<file path="src/rtl/seq_mult_8x8.sv">
// seq_mult_8x8: sequential 8x8 shift-and-add multiplier feeding the
// 4-digit hex display. One multiplier bit is consumed per RUN cycle, LSB
// first; the 16-bit product is written to mult_result on the edge that
// enters DONE and held there until the next completion.
//
// Build option: define SIGNED_MULT_EN to treat both operands as two's
// complement (magnitudes are multiplied, sign applied at completion).
// Without it the block is purely unsigned and no sign logic exists.
module seq_mult_8x8 (
  input  logic        clk,
  input  logic        rst,
  input  logic        start,
  input  logic [7:0]  operand_a,
  input  logic [7:0]  operand_b,
  output logic [15:0] mult_result,
  output logic        busy,
  output logic        done
);

  typedef enum logic [1:0] {
    IDLE = 2'd0,
    RUN  = 2'd1,
    DONE = 2'd2
  } state_t;

  state_t      state_q;
  logic [7:0]  mcand_q;
  logic [7:0]  mplier_q;
  logic [15:0] acc_q;
  logic [3:0]  count_q;
  logic [15:0] result_q;
  logic        busy_q;
  logic        done_q;
`ifdef SIGNED_MULT_EN
  logic        sign_q;
`endif

  logic [7:0]  mag_a_d;
  logic [7:0]  mag_b_d;
  logic [15:0] addend_d;
  logic [15:0] acc_d;
  logic [15:0] final_d;

  // Operand magnitudes at acceptance, next accumulator value and final product.
  // An 8-bit magnitude holds 128 exactly, so -128 needs no special case.
  always_comb begin
`ifdef SIGNED_MULT_EN
    mag_a_d = operand_a[7] ? (~operand_a + 8'd1) : operand_a;
    mag_b_d = operand_b[7] ? (~operand_b + 8'd1) : operand_b;
`else
    mag_a_d = operand_a;
    mag_b_d = operand_b;
`endif
    addend_d = {8'h00, mcand_q} << count_q;
    acc_d    = acc_q + (mplier_q[0] ? addend_d : 16'h0000);
`ifdef SIGNED_MULT_EN
    // Negating a zero product yields zero, so no special case is needed.
    final_d  = sign_q ? (~acc_d + 16'd1) : acc_d;
`else
    final_d  = acc_d;
`endif
  end

  // Control FSM with registered busy/done and the shift-and-add datapath.
  always_ff @(posedge clk) begin
    if (rst) begin
      state_q  <= IDLE;
      mcand_q  <= 8'h00;
      mplier_q <= 8'h00;
      acc_q    <= 16'h0000;
      count_q  <= 4'd0;
      result_q <= 16'h0000;
      busy_q   <= 1'b0;
      done_q   <= 1'b0;
`ifdef SIGNED_MULT_EN
      sign_q   <= 1'b0;
`endif
    end else begin
      case (state_q)
        // DONE accepts a new request exactly like IDLE (back-to-back operation).
        IDLE, DONE: begin
          done_q <= 1'b0;
          if (start) begin
            mcand_q  <= mag_a_d;
            mplier_q <= mag_b_d;
            acc_q    <= 16'h0000;
            count_q  <= 4'd0;
`ifdef SIGNED_MULT_EN
            sign_q   <= operand_a[7] ^ operand_b[7];
`endif
            busy_q   <= 1'b1;
            state_q  <= RUN;
          end else begin
            busy_q   <= 1'b0;
            state_q  <= IDLE;
          end
        end
        RUN: begin
          acc_q    <= acc_d;
          mplier_q <= mplier_q >> 1;
          count_q  <= count_q + 4'd1;
          // Eighth RUN edge: publish the product and pulse done.
          if (count_q == 4'd7) begin
            result_q <= final_d;
            busy_q   <= 1'b0;
            done_q   <= 1'b1;
            state_q  <= DONE;
          end
        end
        default: begin
          busy_q  <= 1'b0;
          done_q  <= 1'b0;
          state_q <= IDLE;
        end
      endcase
    end
  end

  assign mult_result = result_q;
  assign busy        = busy_q;
  assign done        = done_q;

endmodule

</file>
<file path="config.mk">
export PLATFORM = sky130hd
export DESIGN_NAME = seq_mult_8x8
export DESIGN_NICKNAME = d
export VERILOG_FILES = /design/src/rtl/seq_mult_8x8.sv
export SDC_FILE = /design/constraint.sdc
export NUM_CORES = 1
export LEC_CHECK = 0
export CAP_MARGIN = 20
export CORE_ASPECT_RATIO = 0.75
export CORE_MARGIN = 5
export CORE_UTILIZATION = 35
export DETAILED_ROUTE_END_ITERATION = 8
export PLACE_DENSITY = 0.66
export SYNTH_ARGS = -nofsm -noshare
export SYNTH_HDL_FRONTEND = slang
export SYNTH_SLANG_ARGS = --single-unit
</file>
<file path="constraint.sdc">
create_clock -name clk -period 8.21 [get_ports clk]
set_clock_uncertainty 0.15 [all_clocks]
set_input_delay 1.2315 -clock clk [delete_from_list [all_inputs] [get_ports clk]]
set_output_delay 1.2315 -clock clk [all_outputs]
set_load 0.1 [all_outputs]
</file>
==> flow_summary.yaml <==
status:
  outcome: "complete, no violations"
pwr:
  p_comb_share_pct: 10.2
  p_clk_share_pct: 40.3
  power.internal_uw: 422
  p_leak_nw: 1.43
  power_density_mw_per_mm2: 150
  ir_drop_v: 0.0000778
  p_switching_uw: 146
  switching_share_pct: 25.7
  seqPwrFrac_pct: 49.5
run:
  maxCapViolations: 0
floorplanning:
  ios: 37
  fp.dieH_um: 92.7
  coreArea_mm2: 0.00897
  rows: 30
  die_area_mm2: 0.0111
  fp.dieW_um: 120
  start_util_pct: 35.6
sta:
  worst_pin_slew_ps: 980
  min_period_ps: 3900
  rsz0062_at_grt: "false"
  timing.setup.tns_ps: 0
  period_share_pct: 47.6
  final_hold_viol_count: 0
  maxSlewViolCount: 0
  setup_viol: 0
  relSlewSlack_pct: 34.4
  timing.fmax_ghz: 0.256
global_route:
  grtUsageTotal_pct: 14.4
  antenna_found_initial: 0
  grt_pass1_vias: 2750
  grt_max_degree: 52
  grt-ovfl-total: 0
  grt_pass1_wl_mm: 13.3
drt:
  num_vias: 2909
  wire_per_inst_um: 14.9
  drt-initial-drc-count: 124
  routed_wl_mm: 7.92
  routed_via_density: 5.49
  dr.pass1.iters: 5
  ant_nets: 0
  drc: 0
logic_synthesis:
  syn_inst: 395
  synth-seq-cells: 55
  syn_nets: 431
  synth_ff_type: "dfxtp_1"
  yosysWarnings: 0
  synth-async-reset-ratio_pct: 0
  yosys.cell_types.count: 51
  ys_seq_area_share_pct: 34.5
  synth_edf_count: 0
  synth_area_mm2: 0.00319
  avgSynthCellArea_um2: 8.07
clock_network:
  cts_hold_buffers: 0
  clk_path_buf_depth: 2
  clk_latency_ps: 300
  cts_tree: "built"
  post_cts_resized: 0
  cts-buffers-inserted: 5
  clk_pin_slew_ps: 80
  htreeDepth: 2
  clockRootBuffer: "clkbuf_16"
  post_cts_buffers: 0
  cts.sinks: 55
finish:
  fillers: 875
  syn2layout_area_growth_pct: 18.6
  n_antenna_cell: 0
  fin_nets: 453
  drive_gt1_share_pct: 6.94
  fin_cells: 530
  fin_area_mm2: 0.00378
worst_hold_path:
  worstHoldStart: "mult_result[8]"
  hp-class: "reg -> reg"
  hold_depth: 2
  holdPathEnd: "mult_result[8]"
worst_setup_path:
  r2r_end: "mult_result[14]"
  critPathArrivalTime_ps: 3900
  cp_max_fo: 18
  crit_chain: "mux2_2, o21ai_0, mux2i_1, nor2b_1, ha_1, a21o_2, a311oi_2, nor3_1, o311ai_2, mux2i_1, o311ai_0"
  crit_path_end_kind: "flop"
  reg2regPathDepth: 11
  crit_type: "reg -> reg"
  worstSetupStartpointType: "flop"
  worstPathRequired_ps: 8210
  critPathMaxStageDelay_ps: 730
  crit_path_top_delay_cell: "dfxtp_1"
  ff2ff_setup_slack_ps: 4310
  critPathMostFrequentCell: "mux2i_1"
  timing.rr.start: "count_q[1]"
placed_design:
  hpwlAfterDp_mm: 5.81
  dp_cells: 521
  gp_congestion: 0.865
  placed_area_mm2: 0.00361
  io_buffers: 36
-- per-layer routing --
layer / GRT usage (%) / up-vias / part of all wire (%)
li1: - / 1461 / -
met1: 21.0 / 1352 / 50
met5: 0 / - / 0
met4: 3.58 / 0 / 1.6
met2: 21.5 / 82 / 42
met3: 3.11 / 14 / 5.6
-- flip-flops by register name, indices dropped and copies added (netlist names) --
signal       count
acc_q           16
busy             1
count_q          4
done             1
mcand_q          8
mplier_q         8
mult_result     16
state_q          1
-- stage by stage --
step           setup WS [ps]  power, mW  hold slack (ps)  utilization (%)
2_1_floorplan           4960      0.325              282                -
3_3_place_gp            4480      0.344              293             40.3
3_5_place_dp            4360      0.345              303             40.3
4_1_cts                 4340      0.572              314             42.1
5_1_grt                 4090      0.590              331             42.1
6_report                4310      0.568              308             42.1
-- synth_stat cells, types with 5 or more instances --
cell type | number | area [µm²]
nand2_1 | 69 | 259
dfxtp_1 | 55 | 1100
a21oi_1 | 40 | 200
nor2_1 | 29 | 109
clkbuf_1 | 20 | 75.1
o21ai_0 | 19 | 95.1
ha_1 | 16 | 200
a22oi_1 | 10 | 75.1
nand2b_1 | 9 | 56.3
nand3_1 | 9 | 45.0
nor2b_1 | 9 | 56.3
a22o_1 | 8 | 70.1
mux2i_1 | 8 | 80.1
nand3b_1 | 8 | 60.1
nor3_1 | 7 | 35.0
xnor2_1 | 6 | 52.6
a21o_1 | 5 | 37.5
mux2_2 | 5 | 56.3
xor2_1 | 5 | 43.8
-- critical path, delay by kind of cell (launching register included) --
kind,cells,cell delay [ps]
AO/OA/AOI/OAI,5,1370
flip-flops,1,730
AND/OR/NAND/NOR,2,330
adder cells (fa/ha/maj),1,380
multiplexers,3,800
-- cell type report --
| type | instances | area [µm²] | share of cell area (%) |
|---|---|---|---|
| multi-input combinational | 312 | 1980 | 52.3 |
| sequential | 55 | 1100 | 29.1 |
| timing repair buffer | 40 | 390 | 10.3 |
| tap | 112 | 140 | 3.71 |
| clock buffer | 6 | 139 | 3.67 |
| clock inverter | 2 | 20.0 | 0.529 |
| inverter | 3 | 11.3 | 0.298 |
-- power groups by stage --
stage | Sequential (mW) | Combinational (mW) | Clock [mW]
2_1_floorplan | 0.286 | 0.0387 | 0
3_3_place_gp | 0.287 | 0.0570 | 0
3_5_place_dp | 0.287 | 0.0578 | 0
4_1_cts | 0.281 | 0.0581 | 0.233
5_1_grt | 0.282 | 0.0643 | 0.244
6_report | 0.281 | 0.0581 | 0.229
-- cells in the final DEF (no fill, tap or decap), drive strengths merged, types with 3 or more instances in the layout --
master	instances
a21o	7
a21oi	40
a22o	8
a22oi	10
a31o	4
and2	4
buf	4
clkbuf	6
clkdlybuf4s50	36
dfxtp	55
ha	16
inv	4
mux2	5
mux2i	8
nand2	69
nand2b	9
nand3	9
nand3b	8
nor2	29
nor2b	9
nor3	7
o21ai	19
o22ai	3
o311ai	4
o31ai	3
xnor2	6
xor2	5
-- cell families (layout without fill, tap and decap cells) --
logic type,after synthesis,count (layout),share of synthesized area [%]
AND/OR/NAND/NOR,155,155,22.9
adder cells (fa/ha/maj),17,17,6.90
XOR/XNOR,11,11,3.02
multiplexers,15,15,5.69
flip-flops,55,55,34.5
AO/OA/AOI/OAI,114,114,23.6
buffers and inverters,28,51,3.41
-- worst max path at each step --
stage / from / end / slack (ps) / depth (start not counted)
after CTS: count_q[1] / mult_result[14] / 4340 / 11
after global routing: count_q[1] / mult_result[14] / 4090 / 11
after detailed placement: count_q[1] / mult_result[14] / 4360 / 11
after global placement: count_q[1] / mult_result[14] / 4480 / 11
final: count_q[1] / mult_result[14] / 4310 / 11
after floorplan: count_q[1] / acc_q[12] / 4960 / 11
(Power assumes the default switching activity.)
